===== config.mk =====
export PLATFORM = sky130hd
export DESIGN_NAME = regfile_arbiter_flat
export DESIGN_NICKNAME = d
export VERILOG_FILES = /design/src/rtl/regfile_pkg.sv /design/src/rtl/regfile_arbiter_if.sv /design/src/rtl/regfile_arbiter_rr.sv /design/src/rtl/regfile_arbiter.sv /design/src/flat_wrapper.sv
export SDC_FILE = /design/constraint.sdc
export NUM_CORES = 1
export LEC_CHECK = 0
export ABC_AREA = 1
export CORE_MARGIN = 4
export CORE_UTILIZATION = 23
export CTS_BUF_LIST = sky130_fd_sc_hd__clkbuf_8
export CTS_CLUSTER_SIZE = 40
export DETAILED_ROUTE_END_ITERATION = 7
export DONT_BUFFER_PORTS = 1
export HOLD_SLACK_MARGIN = 0.08
export PLACE_DENSITY = 0.49
export SLEW_MARGIN = 20
export SYNTH_ARGS = -nofsm -noshare
export SYNTH_HDL_FRONTEND = slang
export SYNTH_SLANG_ARGS = --single-unit

===== constraint.sdc =====
create_clock -name clk -period 1.1 [get_ports clk]
set_input_delay 0.11 -clock clk [delete_from_list [all_inputs] [get_ports clk]]
set_output_delay 0.11 -clock clk [all_outputs]
set_load 0.05 [all_outputs]

===== src/rtl/regfile_pkg.sv =====
// Shared types and constants for the data-register-bank arbiter.
// Optional feature macro: REGFILE_ARB_LOCK_EN (requester lock/ownership).
package regfile_pkg;

  localparam int ADDR_W = 8;
  localparam int DATA_W = 32;

  typedef enum logic [1:0] {
    IDLE   = 2'd0,
    ISSUE  = 2'd1,
    RDWAIT = 2'd2
  } arb_state_t;

  typedef struct packed {
    logic              we;
    logic [ADDR_W-1:0] addr;
    logic [DATA_W-1:0] wdata;
  } regfile_cmd_t;

endpackage


===== src/rtl/regfile_arbiter_if.sv =====
// Requester handshakes and bank port of the register-bank arbiter.
// lock0/lock1 are only meaningful when REGFILE_ARB_LOCK_EN is defined.
interface regfile_arbiter_if;
  import regfile_pkg::*;

  logic              req0, req1;
  logic              we0, we1;
  logic [ADDR_W-1:0] addr0, addr1;
  logic [DATA_W-1:0] wdata0, wdata1;
  logic              lock0, lock1;
  logic              gnt0, gnt1;
  logic              rvalid0, rvalid1;
  logic [DATA_W-1:0] rdata0, rdata1;
  logic              mem_we;
  logic [ADDR_W-1:0] mem_addr;
  logic [DATA_W-1:0] mem_wdata;
  logic [DATA_W-1:0] mem_rdata;

  modport slave (
    input  req0, req1, we0, we1, addr0, addr1, wdata0, wdata1, lock0, lock1,
    input  mem_rdata,
    output gnt0, gnt1, rvalid0, rvalid1, rdata0, rdata1,
    output mem_we, mem_addr, mem_wdata
  );

  modport master (
    output req0, req1, we0, we1, addr0, addr1, wdata0, wdata1, lock0, lock1,
    output mem_rdata,
    input  gnt0, gnt1, rvalid0, rvalid1, rdata0, rdata1,
    input  mem_we, mem_addr, mem_wdata
  );

endinterface


===== src/rtl/regfile_arbiter_rr.sv =====
// Combinational two-way round-robin pick; with REGFILE_ARB_LOCK_EN a
// requesting lock owner overrides the round-robin choice.
module rr_arbiter2 (
  input  logic [1:0] req_i,
  input  logic       last_winner_i,
`ifdef REGFILE_ARB_LOCK_EN
  input  logic       lock_valid_i,
  input  logic       lock_owner_i,
`endif
  output logic       any_o,
  output logic       winner_o
);

  logic rr_pick_s;

  // On a tie the requester not served last wins.
  always_comb begin
    if (req_i == 2'b11) begin
      rr_pick_s = ~last_winner_i;
    end else begin
      rr_pick_s = req_i[1];
    end
  end

  assign any_o = |req_i;

`ifdef REGFILE_ARB_LOCK_EN
  assign winner_o = (lock_valid_i && req_i[lock_owner_i]) ? lock_owner_i : rr_pick_s;
`else
  assign winner_o = rr_pick_s;
`endif

endmodule


===== src/rtl/regfile_arbiter.sv =====
// Serializes host / SPI-engine commands onto one single-port register bank.
// Optional feature macro: REGFILE_ARB_LOCK_EN (lock-owner priority).
module regfile_arbiter
  import regfile_pkg::*;
(
  input  logic               clk,
  input  logic               rst,
  regfile_arbiter_if.slave   bus
);

  arb_state_t        state_q, state_d;
  regfile_cmd_t      cmd_q, cmd_d;
  logic              winner_q, winner_d;
  logic              last_winner_q, last_winner_d;
  logic              gnt0_q, gnt0_d, gnt1_q, gnt1_d;
  logic              mem_we_q, mem_we_d;
  logic              rvalid0_q, rvalid0_d, rvalid1_q, rvalid1_d;
  logic [DATA_W-1:0] rdata0_q, rdata0_d, rdata1_q, rdata1_d;
  logic              lock_valid_q, lock_valid_d;
  logic              lock_owner_q, lock_owner_d;

  logic [1:0]        req_vec_s;
  logic              any_s, pick_s;
  regfile_cmd_t      cmd0_s, cmd1_s, sel_cmd_s;

  assign req_vec_s = {bus.req1, bus.req0};
  assign cmd0_s    = {bus.we0, bus.addr0, bus.wdata0};
  assign cmd1_s    = {bus.we1, bus.addr1, bus.wdata1};
  assign sel_cmd_s = pick_s ? cmd1_s : cmd0_s;

  rr_arbiter2 u_rr (
    .req_i         (req_vec_s),
    .last_winner_i (last_winner_q),
`ifdef REGFILE_ARB_LOCK_EN
    .lock_valid_i  (lock_valid_q),
    .lock_owner_i  (lock_owner_q),
`endif
    .any_o         (any_s),
    .winner_o      (pick_s)
  );

`ifdef REGFILE_ARB_LOCK_EN
  logic win_lock_s;
  assign win_lock_s = winner_q ? bus.lock1 : bus.lock0;
`else
  logic unused_lock_s;
  assign unused_lock_s = bus.lock0 ^ bus.lock1;
`endif

  // Next state; gnt/mem_we are registered so they appear in the ISSUE cycle.
  always_comb begin
    state_d       = state_q;
    cmd_d         = cmd_q;
    winner_d      = winner_q;
    last_winner_d = last_winner_q;
    gnt0_d        = 1'b0;
    gnt1_d        = 1'b0;
    mem_we_d      = 1'b0;
    rvalid0_d     = 1'b0;
    rvalid1_d     = 1'b0;
    rdata0_d      = rdata0_q;
    rdata1_d      = rdata1_q;
    lock_valid_d  = lock_valid_q;
    lock_owner_d  = lock_owner_q;
    case (state_q)
      IDLE: begin
`ifdef REGFILE_ARB_LOCK_EN
        if (lock_valid_q && !req_vec_s[lock_owner_q]) begin
          lock_valid_d = 1'b0;
        end else begin
          lock_valid_d = lock_valid_q;
        end
`endif
        if (any_s) begin
          winner_d      = pick_s;
          last_winner_d = pick_s;
          cmd_d         = sel_cmd_s;
          gnt0_d        = ~pick_s;
          gnt1_d        = pick_s;
          mem_we_d      = sel_cmd_s.we;
          state_d       = ISSUE;
        end else begin
          state_d       = IDLE;
        end
      end
      ISSUE: begin
`ifdef REGFILE_ARB_LOCK_EN
        if (win_lock_s) begin
          lock_valid_d = 1'b1;
          lock_owner_d = winner_q;
        end else if (lock_valid_q && (lock_owner_q == winner_q)) begin
          lock_valid_d = 1'b0;
        end else begin
          lock_valid_d = lock_valid_q;
        end
`endif
        if (cmd_q.we) begin
          state_d = IDLE;
        end else begin
          state_d = RDWAIT;
        end
      end
      RDWAIT: begin
        if (winner_q) begin
          rvalid1_d = 1'b1;
          rdata1_d  = bus.mem_rdata;
        end else begin
          rvalid0_d = 1'b1;
          rdata0_d  = bus.mem_rdata;
        end
        state_d = IDLE;
      end
      default: begin
        state_d = IDLE;
      end
    endcase
  end

  // State and output registers with synchronous reset.
  always_ff @(posedge clk) begin
    if (rst) begin
      state_q       <= IDLE;
      cmd_q         <= '0;
      winner_q      <= 1'b0;
      last_winner_q <= 1'b1;
      gnt0_q        <= 1'b0;
      gnt1_q        <= 1'b0;
      mem_we_q      <= 1'b0;
      rvalid0_q     <= 1'b0;
      rvalid1_q     <= 1'b0;
      rdata0_q      <= '0;
      rdata1_q      <= '0;
      lock_valid_q  <= 1'b0;
      lock_owner_q  <= 1'b0;
    end else begin
      state_q       <= state_d;
      cmd_q         <= cmd_d;
      winner_q      <= winner_d;
      last_winner_q <= last_winner_d;
      gnt0_q        <= gnt0_d;
      gnt1_q        <= gnt1_d;
      mem_we_q      <= mem_we_d;
      rvalid0_q     <= rvalid0_d;
      rvalid1_q     <= rvalid1_d;
      rdata0_q      <= rdata0_d;
      rdata1_q      <= rdata1_d;
      lock_valid_q  <= lock_valid_d;
      lock_owner_q  <= lock_owner_d;
    end
  end

  assign bus.gnt0      = gnt0_q;
  assign bus.gnt1      = gnt1_q;
  assign bus.mem_we    = mem_we_q;
  assign bus.mem_addr  = cmd_q.addr;
  assign bus.mem_wdata = cmd_q.wdata;
  assign bus.rvalid0   = rvalid0_q;
  assign bus.rvalid1   = rvalid1_q;
  assign bus.rdata0    = rdata0_q;
  assign bus.rdata1    = rdata1_q;

endmodule


===== src/flat_wrapper.sv =====
// flat-port wrapper written by rule: the top's interface ports become plain ports
module regfile_arbiter_flat import regfile_pkg::*;
  (clk, rst, bus_req0, bus_req1, bus_we0, bus_we1, bus_addr0, bus_addr1, bus_wdata0, bus_wdata1, bus_lock0, bus_lock1, bus_mem_rdata, bus_gnt0, bus_gnt1, bus_rvalid0, bus_rvalid1, bus_rdata0, bus_rdata1, bus_mem_we, bus_mem_addr, bus_mem_wdata);
  regfile_arbiter_if bus_i ();
  input  logic clk;
  input  logic rst;
  input wire logic [$bits(bus_i.req0)-1:0] bus_req0;
  input wire logic [$bits(bus_i.req1)-1:0] bus_req1;
  input wire logic [$bits(bus_i.we0)-1:0] bus_we0;
  input wire logic [$bits(bus_i.we1)-1:0] bus_we1;
  input wire logic [$bits(bus_i.addr0)-1:0] bus_addr0;
  input wire logic [$bits(bus_i.addr1)-1:0] bus_addr1;
  input wire logic [$bits(bus_i.wdata0)-1:0] bus_wdata0;
  input wire logic [$bits(bus_i.wdata1)-1:0] bus_wdata1;
  input wire logic [$bits(bus_i.lock0)-1:0] bus_lock0;
  input wire logic [$bits(bus_i.lock1)-1:0] bus_lock1;
  input wire logic [$bits(bus_i.mem_rdata)-1:0] bus_mem_rdata;
  output wire logic [$bits(bus_i.gnt0)-1:0] bus_gnt0;
  output wire logic [$bits(bus_i.gnt1)-1:0] bus_gnt1;
  output wire logic [$bits(bus_i.rvalid0)-1:0] bus_rvalid0;
  output wire logic [$bits(bus_i.rvalid1)-1:0] bus_rvalid1;
  output wire logic [$bits(bus_i.rdata0)-1:0] bus_rdata0;
  output wire logic [$bits(bus_i.rdata1)-1:0] bus_rdata1;
  output wire logic [$bits(bus_i.mem_we)-1:0] bus_mem_we;
  output wire logic [$bits(bus_i.mem_addr)-1:0] bus_mem_addr;
  output wire logic [$bits(bus_i.mem_wdata)-1:0] bus_mem_wdata;
  assign bus_i.req0 = bus_req0;
  assign bus_i.req1 = bus_req1;
  assign bus_i.we0 = bus_we0;
  assign bus_i.we1 = bus_we1;
  assign bus_i.addr0 = bus_addr0;
  assign bus_i.addr1 = bus_addr1;
  assign bus_i.wdata0 = bus_wdata0;
  assign bus_i.wdata1 = bus_wdata1;
  assign bus_i.lock0 = bus_lock0;
  assign bus_i.lock1 = bus_lock1;
  assign bus_i.mem_rdata = bus_mem_rdata;
  assign bus_gnt0 = bus_i.gnt0;
  assign bus_gnt1 = bus_i.gnt1;
  assign bus_rvalid0 = bus_i.rvalid0;
  assign bus_rvalid1 = bus_i.rvalid1;
  assign bus_rdata0 = bus_i.rdata0;
  assign bus_rdata1 = bus_i.rdata1;
  assign bus_mem_we = bus_i.mem_we;
  assign bus_mem_addr = bus_i.mem_addr;
  assign bus_mem_wdata = bus_i.mem_wdata;
  regfile_arbiter u_core (.clk(clk), .rst(rst), .bus(bus_i));
endmodule

==> impl_metrics.py, run 1 <==
metrics = {
    "clock_network": {
        "htreeDepth": 4,
        "clockBufferDepth": 2,
        "cts_tree": "built",
        "clk_latency_ns": 0.43,
        "cts_root_buffer": "clkbuf_8",
        "clkTransAtPathRegs_ns": 0.07,
        "cts_buffers": 17,
        "clkSinkCount": 114,
    },
    "routing": {
        "avgViaCountPerCell": 4.31,
        "first_pass_iters": 6,
        "drc": 0,
        "vias": 5151,
        "avgRoutedWirePerCell_um": 15.3,
        "wirelength_mm": 18.4,
        "drtIter0Drc": 139,
        "postRouteAntennaNets": 0,
    },
    "finish": {
        "fin_util_pct": 42.0,
        "layout.cells.non_filler": 1196,
        "area_growth_pct": 79.4,
        "drive_gt1_share_pct": 39.1,
        "antenna_cells": 0,
        "nNetsFinal": 1030,
    },
    "floorplanning": {
        "core-area_um2": 21000,
        "io_pins": 229,
        "rows": 53,
        "die_area_um2": 23800,
        "start_util_pct": 23.4,
        "die_x_um": 154,
        "fp.dieH_um": 154,
    },
    "grt": {
        "grt_overflow": 0,
        "grt_antenna_before_repair": 0,
        "grt_max_degree": 44,
        "grt_pass1_vias": 5160,
        "track_usage_pct": 14.1,
        "grt_pass1_wl_mm": 27.0,
    },
    "min_path": {
        "whs_path_depth": 5,
        "hold_class": "input pin to flop",
        "min-delay-start": "bus_req0",
        "holdPathEnd": "u_core.bus.mem_wdata[31]$_SDFFE_PP0P_",
    },
    "pwr": {
        "p_total_mw": 12.8,
        "p_leak_nw": 3.80,
        "power_density_nw_per_um2": 1450,
        "ir_drop_uv": 675,
    },
    "synthesis": {
        "postSynth.asyncResetShare_pct": 0,
        "synth-seq-cells": 114,
        "syn-num-nets": 819,
        "synth-main-ff-cell": "dfxtp_1",
        "synthCells": 699,
        "ys_warn_count": 0,
        "syn_area_per_cell_um2": 7.05,
        "synth-edff-count": 0,
        "netlist_top_cells_count": "121 x nor2_1, 114 x dfxtp_1, 112 x inv_1",
        "ys_seq_area_share_pct": 46.3,
        "synth_top_area_share_pct": 46.3,
        "yosys.area.top_type": "dfxtp_1",
        "ys_types": 18,
        "netlist_area_um2": 4930,
        "yosysMostFrequentCell": "nor2_1",
        "synth.area.top_cells": "dfxtp_1 46%, nor2_1 9.2%, o21ai_0 8.6%, inv_1 8.5%, a21oi_1 6.7%",
    },
    "placement": {
        "dp_slack_ns": -0.144,
        "dp_hpwl_mm": 10.2,
        "dp.cells": 1028,
        "place_congestion": 0.817,
        "io_buffers": 0,
    },
    "timing": {
        "finalSetupViolCount": 94,
        "tightest_slew_ns": 0.460,
        "skew_ns": 0.0146,
        "report.final.slew_viol_count": 0,
        "fin_crit_sh_pct": 112,
        "tns_ns": -7.11,
        "fin_ws_ns": -0.130,
        "fmax_mhz": 813,
        "rsz0062_at_grt": "yes",
        "slew_headroom_pct": 69.3,
        "hold_violations": 0,
        "fin_crit_ns": 1.23,
    },
    "worst_setup_path": {
        "endpoint_kind": "flop",
        "reg2reg_from": "u_core.state_q[0]$_SDFF_PP0_",
        "path_class": "flop to flop",
        "r2r_setup_slack_ns": -0.13,
        "crit_fanout": 9,
        "start_kind": "flop",
        "arrival_ns": 1.54,
        "crit_required_ns": 1.41,
        "r2r_cells": 8,
        "rr_endpoint": "u_core.bus.mem_wdata[6]$_SDFFE_PP0P_",
        "cp-startpoint": "u_core.state_q[0]$_SDFF_PP0_",
    },
    "run_status": {
        "violations": "negative setup slack",
        "status": "finished with violations",
    },
    "job": {
        "drv_cap": 0,
    },
}
critical path, cell delays in order (launching register included):
cell,delay [ns]
dfxtp_2,0.32
inv_2,0.07
nand2_2,0.07
nor2_4,0.10
buf_12,0.18
buf_12,0.13
nand2_1,0.06
nor2_1,0.12
nor2_1,0.06
repair_timing:
item / in CTS / in global routing
pin swaps: 3 / 20
gates cloned: 4 / 9
hold buffers: 111 / 5
buffers inserted: 4 / 6
setup endpoints to repair: 199 / 191
endpoints found under the hold margin: 113 / 4
resized for setup: 225 / 158
cells in the final DEF (no fill, tap or decap), types with 5 or more instances in the layout:
master           n
a21oi_1         49
a21oi_2         17
buf_12          14
buf_4           17
buf_6           87
buf_8           29
clkbuf_16        7
clkbuf_8        20
dfxtp_1          5
dfxtp_2        104
dfxtp_4          5
dlygate4sd3_1  115
inv_1          109
nand2_1         75
nand2_2         11
nor2_1         112
nor2_2           6
o21ai_0         45
o21ai_1         43
o21ai_2         16
sequential cells by signal, indices dropped and copies added, names as in the netlist:
signal	cells
u_core.bus.gnt0	1
u_core.bus.gnt1	1
u_core.bus.mem_addr	8
u_core.bus.mem_wdata	32
u_core.bus.mem_we	1
u_core.bus.rdata0	32
u_core.bus.rdata1	32
u_core.bus.rvalid0	1
u_core.bus.rvalid1	1
u_core.cmd_q	1
u_core.last_winner_q	1
u_core.state_q	2
u_core.winner_q	1
cells by family after synthesis:
kind of cell / Yosys count / share of synthesized area, %
simple gates: 219 / 17.2
buf+inv: 196 / 19.2
compound gates: 170 / 17.3
flops: 114 / 46.3
final cells by class:
class,count,area (µm²)
clock inverters,10,158
repair buffers,274,3270
clock buffers,20,275
flip-flops and latches,114,2430
inverters,114,438
fillers,2005,12200
multi-input cells,389,1920
well taps,275,344
per-layer routing:
metal  track usage (%)  wire length, µm  vias up
li1                  -                -     2541
met1              16.4             7460     2350
met2              24.2             9020      235
met3              4.76             1460       25
met4              5.05              417        0
met5                 0                0        -
metrics by stage:
step / instance area [µm²] / hold WS [ns]
floorplan: 4930 / 0.300
global placement: 5890 / 0.181
detailed placement: 5890 / 0.187
CTS: 8210 / -0.120
global route: 8840 / 0.105
finish: 8840 / 0.111
power breakdown:
part,internal (mW),total (mW),switching [mW]
Combinational,1.59,3.66,2.07
Clock,2.62,4.41,1.79
Sequential,4.48,4.72,0.246
worst max path at each step:
stage | to | cells after the start | slack (ns)
2_1_floorplan | u_core.last_winner_q$_SDFFE_PP1P_ | 7 | 0.01
3_3_place_gp | u_core.bus.mem_wdata[14]$_SDFFE_PP0P_ | 7 | -0.14
3_5_place_dp | u_core.bus.mem_wdata[14]$_SDFFE_PP0P_ | 7 | -0.14
4_1_cts | u_core.bus.mem_addr[5]$_SDFFE_PP0P_ | 8 | -0.12
5_1_grt | u_core.bus.mem_wdata[2]$_SDFFE_PP0P_ | 8 | -0.20
6_report | u_core.bus.mem_wdata[6]$_SDFFE_PP0P_ | 8 | -0.13
(Power assumes the default switching activity.)
==> run 2, diff against run 1 <==
--- a/config.mk
+++ b/config.mk
@@ -13,7 +13,7 @@
 export DETAILED_ROUTE_END_ITERATION = 7
 export DONT_BUFFER_PORTS = 1
 export HOLD_SLACK_MARGIN = 0.08
-export PLACE_DENSITY = 0.49
+export PLACE_DENSITY = 0.48
 export SLEW_MARGIN = 20
 export SYNTH_ARGS = -nofsm -noshare
 export SYNTH_HDL_FRONTEND = slang
==> constraint.sdc (replaced) <==
create_clock -name clk -period 1.5 [get_ports clk]
set_input_delay 0.15 -clock clk [delete_from_list [all_inputs] [get_ports clk]]
set_output_delay 0.15 -clock clk [all_outputs]
set_load 0.05 [all_outputs]
==> run 2 against run 1 <==
  * The run now ends clean
  * Critical path depth decreased by 1
  * Sequential power decreased by 25%
  * Count of clock-buffer cells in the layout increased by 1
  * Sequential cell count unchanged
==> impl_metrics.py, run 2 (synthesis results as in run 1) <==
metrics = {
    "job": {
        "drv_cap": 0,
    },
    "min_path": {
        "hold_class": "input pin to flop",
        "min-delay-start": "bus_req0",
        "whs_path_depth": 4,
    },
    "routing": {
        "drc": 0,
        "postRouteAntennaNets": 0,
        "avgViaCountPerCell": 4.10,
        "first_pass_iters": 6,
        "wirelength_mm": 14.6,
        "drtIter0Drc": 149,
        "avgRoutedWirePerCell_um": 13.2,
        "vias": 4559,
    },
    "timing": {
        "fin_crit_ns": 1.34,
        "fin_ws_ns": 0.160,
        "hold_violations": 0,
        "finalSetupViolCount": 0,
        "report.final.slew_viol_count": 0,
        "rsz0062_at_grt": "no",
        "fmax_mhz": 746,
        "tightest_slew_ns": 0.559,
        "tns_ns": 0,
        "fin_crit_sh_pct": 89.3,
        "skew_ns": 0.0107,
        "slew_headroom_pct": 62.7,
    },
    "clock_network": {
        "htreeDepth": 4,
        "cts_buffers": 17,
        "clkTransAtPathRegs_ns": 0.07,
        "clockBufferDepth": 2,
        "clkSinkCount": 114,
        "clk_latency_ns": 0.43,
        "cts_root_buffer": "clkbuf_8",
        "cts_setup_buffers": 0,
        "cts_tree": "built",
    },
    "placement": {
        "dp_slack_ns": 0.193,
        "place_congestion": 0.743,
        "dp_hpwl_mm": 9.15,
        "io_buffers": 0,
    },
    "grt": {
        "track_usage_pct": 12.2,
        "grt_pass1_wl_mm": 23.5,
        "grt_pass1_vias": 4566,
        "grt_overflow": 0,
        "grt_max_degree": 73,
        "grt_antenna_before_repair": 0,
    },
    "worst_setup_path": {
        "reg2reg_from": "u_core.state_q[0]$_SDFF_PP0_",
        "arrival_ns": 1.66,
        "r2r_cells": 7,
        "endpoint_kind": "flop",
        "path_class": "flop to flop",
        "crit_fanout": 72,
        "start_kind": "flop",
        "crit_required_ns": 1.82,
        "cp-startpoint": "u_core.state_q[0]$_SDFF_PP0_",
    },
    "finish": {
        "final_cell_mix": "121 x nor2_1, 117 x dlygate4sd3_1, 116 x inv_1",
        "nNetsFinal": 945,
        "final_common_cell": "nor2_1",
        "drive_gt1_share_pct": 12.3,
        "antenna_cells": 0,
        "area_growth_pct": 39.4,
    },
    "floorplanning": {
        "fp.dieH_um": 154,
        "rows": 53,
        "start_util_pct": 23.4,
        "io_pins": 229,
        "core-area_um2": 21000,
        "die_area_um2": 23800,
        "die_x_um": 154,
    },
    "pwr": {
        "power_density_nw_per_um2": 1140,
        "p_leak_nw": 3.00,
        "ir_drop_uv": 426,
    },
    "run_status": {
        "status": "completed",
    },
}
-- run 2: cell types whose count changed in the layout (fill, tap and decap cells not counted), moves of 9 or more --
cell,delta
nand2_2,-10
dfxtp_2,-104
buf_4,+49
o21ai_0,+40
nand2_1,+13
o21ai_1,-24
buf_8,-29
o21ai_2,-16
a21oi_1,+17
buf_6,-86
a21oi_2,-17
dfxtp_1,+109
nor2_1,+9
buf_12,-9
-- run 2: area by class of cell --
type	instances	area, µm²
sequential	114	2280
tap	275	344
fill	2216	14200
multi-input combinational	389	1700
clock inverter	9	43.8
inverter	114	428
timing repair buffer	189	1780
clock buffer	21	289
-- run 2: worst paths after layout --
kind	endpoint	slack (ns)
worst min register to register	u_core.state_q[1]$_SDFF_PP0_	0.44
worst max register to register	u_core.bus.mem_wdata[6]$_SDFFE_PP0P_	0.16
worst min-delay path	u_core.state_q[0]$_SDFF_PP0_	0.19
worst max-delay path	u_core.bus.mem_wdata[6]$_SDFFE_PP0P_	0.16
-- run 2: worst max-delay path: stages, from the launching register on --
cell and delay, ns:
dfxtp_1 0.30, inv_1 0.10, nand2_1 0.10, nor2_4 0.13, buf_12 0.27, nand2_1 0.11, nor2_1 0.13, nor2_1 0.05
-- run 2: where the power goes --
part | total [mW] | internal, mW | switching [mW]
logic | 1.77 | 0.639 | 1.14
clock network | 2.50 | 1.27 | 1.23
registers | 3.53 | 3.24 | 0.285
total | 7.80 | 5.15 | 2.65
-- run 2: routing by layer --
layer | GRT usage [%] | wire length [µm] | vias up
met3 | 5.34 | 1410 | 13
met2 | 20.3 | 6680 | 198
li1 | - | - | 2354
met5 | 0 | 0 | -
met1 | 14.4 | 6300 | 1994
met4 | 3.49 | 222 | 0
-- run 2: what timing repair did --
item	in CTS	in global routing
endpoints found under the setup margin	0	6
hold buffers	117	0
endpoints found under the hold margin	114	0
resized for setup	0	1
-- run 2: through the flow --
stage               util [%]  hold WS, ns  cell area [µm²]  instances  power, mW
finish                  32.7        0.188             6870       1111       7.80
global route            32.7        0.223             6870       1111       8.27
CTS                     32.6        0.167             6860       1111       7.94
detailed placement      25.5        0.227             5360        964       5.10
global placement        25.5        0.226             5360        964       5.10
floorplan                  -        0.340             4930        699       4.88
